### src/rtl/exec_cond_mem_stage_if.sv
// Execute-to-memory stage bus.
// Carries the execute-side instruction controls and datapath values into the
// stage, and the condition result, flag state and M-register contents out.
//   slave  : the stage itself (consumes E-side and stall/flush, drives results)
//   master : whatever drives the execute side and observes the results
interface exec_cond_mem_stage_if #(
    parameter int SIZE = 32
);
    logic            StallM;
    logic            FlushM;
    logic            PCSrcE;
    logic            RegWriteE;
    logic            MemToRegE;
    logic            MemWriteE;
    logic            BranchE;
    logic [1:0]      FlagWriteE;
    logic [3:0]      CondE;
    logic [3:0]      ALUFlagsE;
    logic [SIZE-1:0] ALUResultE;
    logic [SIZE-1:0] WriteDataE;
    logic [4:0]      WA3E;

    logic            CondExE;
    logic            BranchTakenE;
    logic [3:0]      FlagsQ;
    logic            PCSrcM;
    logic            RegWriteM;
    logic            MemToRegM;
    logic            MemWriteM;
    logic [SIZE-1:0] ALUResultM;
    logic [SIZE-1:0] WriteDataM;
    logic [4:0]      WA3M;

    modport slave (
        input  StallM, FlushM, PCSrcE, RegWriteE, MemToRegE, MemWriteE, BranchE,
               FlagWriteE, CondE, ALUFlagsE, ALUResultE, WriteDataE, WA3E,
        output CondExE, BranchTakenE, FlagsQ, PCSrcM, RegWriteM, MemToRegM,
               MemWriteM, ALUResultM, WriteDataM, WA3M
    );

    modport master (
        output StallM, FlushM, PCSrcE, RegWriteE, MemToRegE, MemWriteE, BranchE,
               FlagWriteE, CondE, ALUFlagsE, ALUResultE, WriteDataE, WA3E,
        input  CondExE, BranchTakenE, FlagsQ, PCSrcM, RegWriteM, MemToRegM,
               MemWriteM, ALUResultM, WriteDataM, WA3M
    );
endinterface

### src/rtl/exec_cond_mem_stage.sv
// Execute-side condition stage and execute/memory pipeline register.
// Holds the NZCV flag register, evaluates the execute instruction's condition
// field against it, gates the instruction's side effects with the result and
// registers the gated controls and data into the M stage.
// Ports:
//   CLK : system clock, rising-edge
//   CLR : asynchronous active-high clear of flags and all M-side state
//   bus : exec_cond_mem_stage_if.slave (E-side inputs, stall/flush, results)
module exec_cond_mem_stage #(
    parameter int SIZE = 32
) (
    input  logic                   CLK,
    input  logic                   CLR,
    exec_cond_mem_stage_if.slave   bus
);

    logic [3:0]      flags_q;
    logic            cond_ex;
    logic            n_f, z_f, c_f, v_f;

    logic            pc_src_m, reg_write_m, mem_to_reg_m, mem_write_m;
    logic [SIZE-1:0] alu_result_m, write_data_m;
    logic [4:0]      wa3_m;

    assign {n_f, z_f, c_f, v_f} = flags_q;

    // Condition uses the registered (pre-update) flags only; there is no
    // bypass from ALUFlagsE.
    always_comb begin
        cond_ex = 1'b0;
        case (bus.CondE)
            4'h0:    cond_ex = z_f;
            4'h1:    cond_ex = ~z_f;
            4'h2:    cond_ex = c_f;
            4'h3:    cond_ex = ~c_f;
            4'h4:    cond_ex = n_f;
            4'h5:    cond_ex = ~n_f;
            4'h6:    cond_ex = v_f;
            4'h7:    cond_ex = ~v_f;
            4'h8:    cond_ex = c_f & ~z_f;
            4'h9:    cond_ex = ~c_f | z_f;
            4'hA:    cond_ex = (n_f == v_f);
            4'hB:    cond_ex = (n_f != v_f);
            4'hC:    cond_ex = ~z_f & (n_f == v_f);
            4'hD:    cond_ex = z_f | (n_f != v_f);
            4'hE:    cond_ex = 1'b1;
            default: cond_ex = 1'b0;
        endcase
    end

    // Flag register: a squashed, stalled or condition-failed instruction
    // never touches the flags. N,Z and C,V have independent write enables.
    always_ff @(posedge CLK or posedge CLR) begin
        if (CLR) begin
            flags_q <= 4'b0000;
        end else if (~bus.StallM & ~bus.FlushM & cond_ex) begin
            if (bus.FlagWriteE[1]) flags_q[3:2] <= bus.ALUFlagsE[3:2];
            if (bus.FlagWriteE[0]) flags_q[1:0] <= bus.ALUFlagsE[1:0];
        end
    end

    // M register. Flush zeroes the controls but leaves the data fields alone;
    // a failed condition still loads, carrying zeroed gated controls.
    always_ff @(posedge CLK or posedge CLR) begin
        if (CLR) begin
            pc_src_m     <= 1'b0;
            reg_write_m  <= 1'b0;
            mem_to_reg_m <= 1'b0;
            mem_write_m  <= 1'b0;
            alu_result_m <= '0;
            write_data_m <= '0;
            wa3_m        <= 5'd0;
        end else if (bus.FlushM) begin
            pc_src_m     <= 1'b0;
            reg_write_m  <= 1'b0;
            mem_to_reg_m <= 1'b0;
            mem_write_m  <= 1'b0;
        end else if (~bus.StallM) begin
            pc_src_m     <= bus.PCSrcE & cond_ex;
            reg_write_m  <= bus.RegWriteE & cond_ex;
            mem_to_reg_m <= bus.MemToRegE;
            mem_write_m  <= bus.MemWriteE & cond_ex;
            alu_result_m <= bus.ALUResultE;
            write_data_m <= bus.WriteDataE;
            wa3_m        <= bus.WA3E;
        end
    end

    assign bus.CondExE      = cond_ex;
    assign bus.BranchTakenE = bus.BranchE & cond_ex & ~bus.FlushM;
    assign bus.FlagsQ       = flags_q;
    assign bus.PCSrcM       = pc_src_m;
    assign bus.RegWriteM    = reg_write_m;
    assign bus.MemToRegM    = mem_to_reg_m;
    assign bus.MemWriteM    = mem_write_m;
    assign bus.ALUResultM   = alu_result_m;
    assign bus.WriteDataM   = write_data_m;
    assign bus.WA3M         = wa3_m;

endmodule

### src/flat_wrapper.sv
// flat-port wrapper written by rule: the top's interface ports become plain ports
module exec_cond_mem_stage_flat 
#(
    parameter int SIZE = 32
)
  (CLK, CLR, bus_StallM, bus_FlushM, bus_PCSrcE, bus_RegWriteE, bus_MemToRegE, bus_MemWriteE, bus_BranchE, bus_FlagWriteE, bus_CondE, bus_ALUFlagsE, bus_ALUResultE, bus_WriteDataE, bus_WA3E, bus_CondExE, bus_BranchTakenE, bus_FlagsQ, bus_PCSrcM, bus_RegWriteM, bus_MemToRegM, bus_MemWriteM, bus_ALUResultM, bus_WriteDataM, bus_WA3M);
  exec_cond_mem_stage_if #(.SIZE(SIZE)) bus_i ();
  input  logic CLK;
  input  logic CLR;
  input wire logic [$bits(bus_i.StallM)-1:0] bus_StallM;
  input wire logic [$bits(bus_i.FlushM)-1:0] bus_FlushM;
  input wire logic [$bits(bus_i.PCSrcE)-1:0] bus_PCSrcE;
  input wire logic [$bits(bus_i.RegWriteE)-1:0] bus_RegWriteE;
  input wire logic [$bits(bus_i.MemToRegE)-1:0] bus_MemToRegE;
  input wire logic [$bits(bus_i.MemWriteE)-1:0] bus_MemWriteE;
  input wire logic [$bits(bus_i.BranchE)-1:0] bus_BranchE;
  input wire logic [$bits(bus_i.FlagWriteE)-1:0] bus_FlagWriteE;
  input wire logic [$bits(bus_i.CondE)-1:0] bus_CondE;
  input wire logic [$bits(bus_i.ALUFlagsE)-1:0] bus_ALUFlagsE;
  input wire logic [$bits(bus_i.ALUResultE)-1:0] bus_ALUResultE;
  input wire logic [$bits(bus_i.WriteDataE)-1:0] bus_WriteDataE;
  input wire logic [$bits(bus_i.WA3E)-1:0] bus_WA3E;
  output wire logic [$bits(bus_i.CondExE)-1:0] bus_CondExE;
  output wire logic [$bits(bus_i.BranchTakenE)-1:0] bus_BranchTakenE;
  output wire logic [$bits(bus_i.FlagsQ)-1:0] bus_FlagsQ;
  output wire logic [$bits(bus_i.PCSrcM)-1:0] bus_PCSrcM;
  output wire logic [$bits(bus_i.RegWriteM)-1:0] bus_RegWriteM;
  output wire logic [$bits(bus_i.MemToRegM)-1:0] bus_MemToRegM;
  output wire logic [$bits(bus_i.MemWriteM)-1:0] bus_MemWriteM;
  output wire logic [$bits(bus_i.ALUResultM)-1:0] bus_ALUResultM;
  output wire logic [$bits(bus_i.WriteDataM)-1:0] bus_WriteDataM;
  output wire logic [$bits(bus_i.WA3M)-1:0] bus_WA3M;
  assign bus_i.StallM = bus_StallM;
  assign bus_i.FlushM = bus_FlushM;
  assign bus_i.PCSrcE = bus_PCSrcE;
  assign bus_i.RegWriteE = bus_RegWriteE;
  assign bus_i.MemToRegE = bus_MemToRegE;
  assign bus_i.MemWriteE = bus_MemWriteE;
  assign bus_i.BranchE = bus_BranchE;
  assign bus_i.FlagWriteE = bus_FlagWriteE;
  assign bus_i.CondE = bus_CondE;
  assign bus_i.ALUFlagsE = bus_ALUFlagsE;
  assign bus_i.ALUResultE = bus_ALUResultE;
  assign bus_i.WriteDataE = bus_WriteDataE;
  assign bus_i.WA3E = bus_WA3E;
  assign bus_CondExE = bus_i.CondExE;
  assign bus_BranchTakenE = bus_i.BranchTakenE;
  assign bus_FlagsQ = bus_i.FlagsQ;
  assign bus_PCSrcM = bus_i.PCSrcM;
  assign bus_RegWriteM = bus_i.RegWriteM;
  assign bus_MemToRegM = bus_i.MemToRegM;
  assign bus_MemWriteM = bus_i.MemWriteM;
  assign bus_ALUResultM = bus_i.ALUResultM;
  assign bus_WriteDataM = bus_i.WriteDataM;
  assign bus_WA3M = bus_i.WA3M;
  exec_cond_mem_stage #(.SIZE(SIZE)) u_core (.CLK(CLK), .CLR(CLR), .bus(bus_i));
endmodule
### config.mk
export PLATFORM = sky130hd
export DESIGN_NAME = exec_cond_mem_stage_flat
export DESIGN_NICKNAME = d
export VERILOG_FILES = /design/src/rtl/exec_cond_mem_stage_if.sv /design/src/rtl/exec_cond_mem_stage.sv /design/src/flat_wrapper.sv
export SDC_FILE = /design/constraint.sdc
export NUM_CORES = 1
export LEC_CHECK = 0
export CORE_MARGIN = 2
export CORE_UTILIZATION = 35
export CTS_CLUSTER_SIZE = 8
export DETAILED_ROUTE_END_ITERATION = 10
export GPL_TIMING_DRIVEN = 0
export PLACE_DENSITY = 0.83
export SLEW_MARGIN = 25
export SYNTH_ARGS = -nofsm -noshare
export SYNTH_HDL_FRONTEND = slang
export SYNTH_SLANG_ARGS = --single-unit
### constraint.sdc
create_clock -name CLK -period 3.5 [get_ports CLK]
set_input_delay 0.875 -clock CLK [delete_from_list [all_inputs] [get_ports CLK]]
set_output_delay 0.875 -clock CLK [all_outputs]
set_load 0.01 [all_outputs]
== Word level (Yosys, flattened, before mapping) ==
Cells that the tools add are included.

* Register bits after elaboration: 77
* Bits in latches: 0
* Bits in writable memories: 0
* ROM bits: 0
* Memories: 0

* Add/subtract/negate cells: 0
* Multiply operators: 0
* Div/mod/pow operators: 0
* Magnitude comparators: 0
* Equality and inequality tests: 17
* Shift operators: 0
* Multiplexer cells: 9
* Bitwise gates (word level): 17
* Reductions and logical operators: 4

{| class="wikitable"
|+ Operators by type and width
! cell !! count
|-
| $eq A4 B4 Y1 const B || 7
|-
| $eq A4 B3 Y1 const B || 4
|-
| $pmux W1 S15 || 1
|-
| $and A1 B1 Y1 || 9
|-
| $eq A4 B2 Y1 const B || 2
|-
| $mux W1 || 8
|-
| $not A1 Y1 || 6
|-
| $reduce_and A2 Y1 || 3
|-
| $eq A4 B1 Y1 const B || 1
|-
| $logic_not A4 Y1 || 1
|-
| $ne A2 B1 Y1 const B || 1
|-
| $or A1 B1 Y1 || 2
|-
| $eq A1 B1 Y1 || 1
|-
| $ne A1 B1 Y1 || 1
|}

== Depth between registers and ports, before layout ==
* Depth in word-level cells: 6
* Gate-level depth with buffers: 6
* Mapped depth without buffers: 5

== Worst setup path before layout ==
OpenSTA, ideal clock, no wires.

* Path kind: in2out
* From: input bus_CondE[1]
* To: output bus_BranchTakenE
* Arrival: 2.216 ns
* Required time: 2.625 ns
* Setup slack: 0.409 ns
* Stages on the path: 5
* Cell sequence: buf_2 > or3_1 > o311ai_2 > a21bo_4 > and3b_1

* Longest elaborated chain between the ends: 4
* Elaborated cells between the ends (all ways): 18
* Classes of those cells: eq/ne: 14; mux: 1; bitwise: 2; reduce/logical: 1

{| class="wikitable"
|+ RTL lines
! element !! RTL line !! text
|-
| from (decl) || flat_wrapper.sv:18 || <nowiki>input wire logic [$bits(bus_i.CondE)-1:0] bus_CondE;</nowiki>
|-
| $eq A4 B4 Y1, or another cell as far along || exec_cond_mem_stage.sv:31 || <nowiki>case (bus.CondE)</nowiki>
|-
| $pmux W1 S15 * || exec_cond_mem_stage.sv:31 ||
|-
| net bus_CondExE || flat_wrapper.sv:23 || <nowiki>output wire logic [$bits(bus_i.CondExE)-1:0] bus_CondExE;</nowiki>
|-
| $and A1 B1 Y1 * (2 in series) || exec_cond_mem_stage.sv:90 || <nowiki>assign bus.BranchTakenE = bus.BranchE & cond_ex & ~bus.FlushM;</nowiki>
|-
| to (decl) || flat_wrapper.sv:24 || <nowiki>output wire logic [$bits(bus_i.BranchTakenE)-1:0] bus_BranchTakenE;</nowiki>
|}

The timed path passes the listed nets; every way through them passes the cells marked *.

== Worst setup path after layout ==
* From: input bus_CondE[1]
* To: output bus_CondExE

* Longest elaborated chain between the ends: 2
* Elaborated cells between the ends (all ways): 16
* Classes of those cells: eq/ne: 14; mux: 1; reduce/logical: 1

{| class="wikitable"
|+ RTL lines
! element !! RTL line
|-
| $eq A4 B4 Y1, or another cell as far along || exec_cond_mem_stage.sv:31
|-
| $pmux W1 S15 * || exec_cond_mem_stage.sv:31
|-
| to (decl) || flat_wrapper.sv:23
|}

Mark *: on every way between the ends. The rest lies on a longest branch, timed or not.

==> flow_metrics.tcl <==
set metrics [dict create \
    clkTransAtPathRegs_ps 70 \
    crit_arrival_ps 2530 \
    cp.required_ps 2620 \
    critPathTopFamily "buffers and inverters" \
    timing.final.ws_setup_ps 95.35 \
    ys_warn_count 0 \
    status "finished, final reports clean" \
    final.setup.tns_ps 0 \
    via_per_inst 4.880 \
    detail_route.wl_per_cell_um 16.73 \
    synth-seq-area-share_pct 60.80 \
    r2r-start "u_core.bus.FlagsQ[3]" \
    synth_area_sq_um 3169 \
    critPathBufInv 5 \
    cpMaxStageDelayCell "or3_4" \
    die_height_um 99.16 \
    endpoint_kind "primary output" \
    die_w_um 99.16 \
    fin_crit_ps 3405 \
    tightest_slew_ps 573.6 \
    slew_viol_final 0 \
    synth_common_cells "dfrtp_1 (77), mux2_2 (71), buf_2 (8)" \
    ir_worst_vdd_mv 0.2643 \
    core_area_sq_um 8763 \
    initial_core_util_pct 36.17 \
    clk_latency_ps 330 \
    synth_top_area_share_pct 60.80 \
    hold_viol 0 \
    clock_skew_ps 7.398 \
    synthesis.nets 293 \
    clockRootBuffer "clkbuf_8" \
    fillerInstances 725 \
    cpPeakStageDelay_ps 360 \
    fin_crit_sh_pct 97.28 \
    grt_usage_pct 17.09 \
    cts_hold_buf 0 \
    critPathLaunchType "primary input" \
    maxSlewHeadroom_pct 61.76 \
    syn_to_final_growth_pct 66.36 \
    leakage_nw 2.177 \
    p_per_area_nw_per_um2 503.4 \
    syn_inst 205 \
    cts_tree "yes" \
    worst_path_most_repeated_cell "buf_4" \
    die_area_sq_um 9833 \
    synth_area_leaders "dfrtp_1 (61%), mux2_2 (25%), a32o_1 (1.3%)" \
    synth_enable_flop_cells 0 \
    multiInputGateArea_sq_um 1210 \
    io_buffers 164 \
    ys_seq_elements 77 \
    stdcell_count 502 \
    synth.avg_cell_area_sq_um 15.46 \
    drc 0 \
    diodes 0 \
    seqCellArea_sq_um 1927 \
    drtAntennaViolNets 0 \
    h-tree-depth 3 \
    synthArstFlopShare_pct 100.0 \
    rsz0062_at_grt "false" \
    clockBufferDepth 2 \
    fin_nets 477 \
    drtPass1Iterations 4 \
    cts_buffers 9 \
    place_congestion 0.7201 \
    grt_overflow_total 0 \
    rows 34 \
    ios 167 \
    clock_sinks 77 \
    synth_top_cell_by_area "dfrtp_1" \
    hold_path.class "reg2reg" \
    cp_max_fo 8 \
    finalSetupViolCount 0 \
    drt_iter0_drc 73 \
    grt_pass1_vias 2774 \
    dp_slack_ps -620.2 \
    grt_pass1_wl_um 13470 \
    hold_path_startpoint "u_core.bus.MemWriteM" \
    placed_cells 478 \
    synth_most_common_cell "dfrtp_1" \
    wl_um 8396 \
    synthDistinctLibCells 31 \
    grt_max_degree 52 \
    max_cap_violations 0 \
    worst-setup-path-type "in2out" \
    drive_gt1_share_pct 30.20 \
    antenna_found_initial 0 \
    dp_hpwl_um 6282 \
    crit_chain "dlygate4sd2_1 > buf_6 > or3_4 > o311ai_4 > a21bo_4 > buf_4 > buf_4 > clkdlybuf4s15_2" \
    max_freq_mhz 293.7 \
    synthFlopType "dfrtp_1" \
    cp-startpoint "bus_CondE[1]" \
    vias 2450 \
]
state kept, by name, indices dropped and copies added, names as in the netlist:
| register | count |
|---|---|
| u_core.bus.FlagsQ | 4 |
| u_core.bus.PCSrcM | 1 |
| u_core.bus.WA3M | 5 |
| u_core.bus.WriteDataM | 32 |
| u_core.bus.RegWriteM | 1 |
| u_core.bus.MemWriteM | 1 |
| u_core.bus.MemToRegM | 1 |
| u_core.bus.ALUResultM | 32 |
through the flow:
step	instance area (sq um)	util, %	hold WS (ps)	power (mW)
finish	5273	60.17	495.6	2.654
global route	5273	60.17	527.8	2.790
CTS	5273	60.17	502.0	2.685
detailed placement	4976	56.78	485.0	1.959
global placement	4946	56.44	475.6	1.923
floorplan	3169	-	532.3	1.474
layout by cell type (no fill, tap or decap), types with 2 or more instances in the layout:
| master | netlist | routed |
|---|---|---|
| mux2_2 | 71 | 71 |
| buf_4 | 1 | 8 |
| buf_2 | 8 | 8 |
| clkinvlp_4 | 0 | 2 |
| buf_6 | 1 | 3 |
| o2bb2ai_2 | 2 | 2 |
| a32o_1 | 4 | 4 |
| dlygate4sd2_1 | 0 | 2 |
| clkinv_2 | 0 | 2 |
| nor2b_1 | 3 | 3 |
| clkdlybuf4s50_1 | 0 | 160 |
| mux2_1 | 2 | 2 |
| mux2i_1 | 2 | 2 |
| clkbuf_1 | 2 | 3 |
| or3_4 | 0 | 2 |
| clkbuf_8 | 0 | 9 |
| nor2_1 | 3 | 3 |
| nand3b_1 | 3 | 3 |
| and3_1 | 2 | 2 |
| nand2_1 | 4 | 4 |
| dfrtp_1 | 77 | 77 |
| xor2_1 | 3 | 3 |
path summary, 6_finish.rpt:
check                      cells after the start  slack, ps                   endpoint
min                                            1        500       u_core.bus.MemWriteM
max reg2reg                                    6       1420       u_core.bus.FlagsQ[1]
min in group asynchronous                      2        890  u_core.bus.ALUResultM[18]
max                                            8        100                bus_CondExE
max in group asynchronous                      3       2030  u_core.bus.WriteDataM[11]
min reg2reg                                    1        500       u_core.bus.MemWriteM
cell type report:
type / count / area share (%)
Buffer: 12 / 1.448
Clock buffer: 10 / 2.420
Clock inverter: 6 / 1.210
Inverter: 2 / 0.1898
Multi-Input combinational cell: 114 / 22.95
Sequential cell: 77 / 36.54
Tap cell: 108 / 2.563
Timing Repair Buffer: 173 / 32.68
cell families after synthesis:
family                 after synthesis  share of synthesized area (%)
AND/OR/NAND/NOR                     23                          4.856
XOR/XNOR                             3                         0.8292
AO/OA/AOI/OAI                       13                          4.620
flip-flops                          77                          60.80
multiplexers                        75                          26.57
buffers and inverters               14                          2.330
per-layer routing:
| layer | global-route usage (%) | wire length, um | part of all wire, % |
|---|---|---|---|
| met1 | 20.45 | 3232 | 38 |
| met2 | 29.57 | 4391 | 52 |
| met3 | 4.849 | 629 | 7.5 |
| met4 | 5.901 | 143 | 1.7 |
| met5 | 0 | 0 | 0 |
where the power goes:
part / internal [mW] / switching [mW] / leakage, nW
Clock: 0.329 / 0.325 / 0.0923
Sequential: 1.03 / 0.102 / 0.912
Combinational: 0.552 / 0.314 / 1.17
Total: 1.91 / 0.740 / 2.18
worst reg2reg max path, cell delays in order, from the launching register on:
cell and delay [ps]:
dfrtp_1 460, or4bb_1 540, o22ai_2 180, nor4_4 80, buf_4 160, o2bb2ai_2 200, mux2_1 350
what timing repair did:
item | 4_1_cts | 5_1_grt
setup endpoints to repair | 2 | 0
buffers inserted | 8 | 0
gates resized for setup | 18 | 0
No activity file was read; power rests on OpenSTA's default activity.
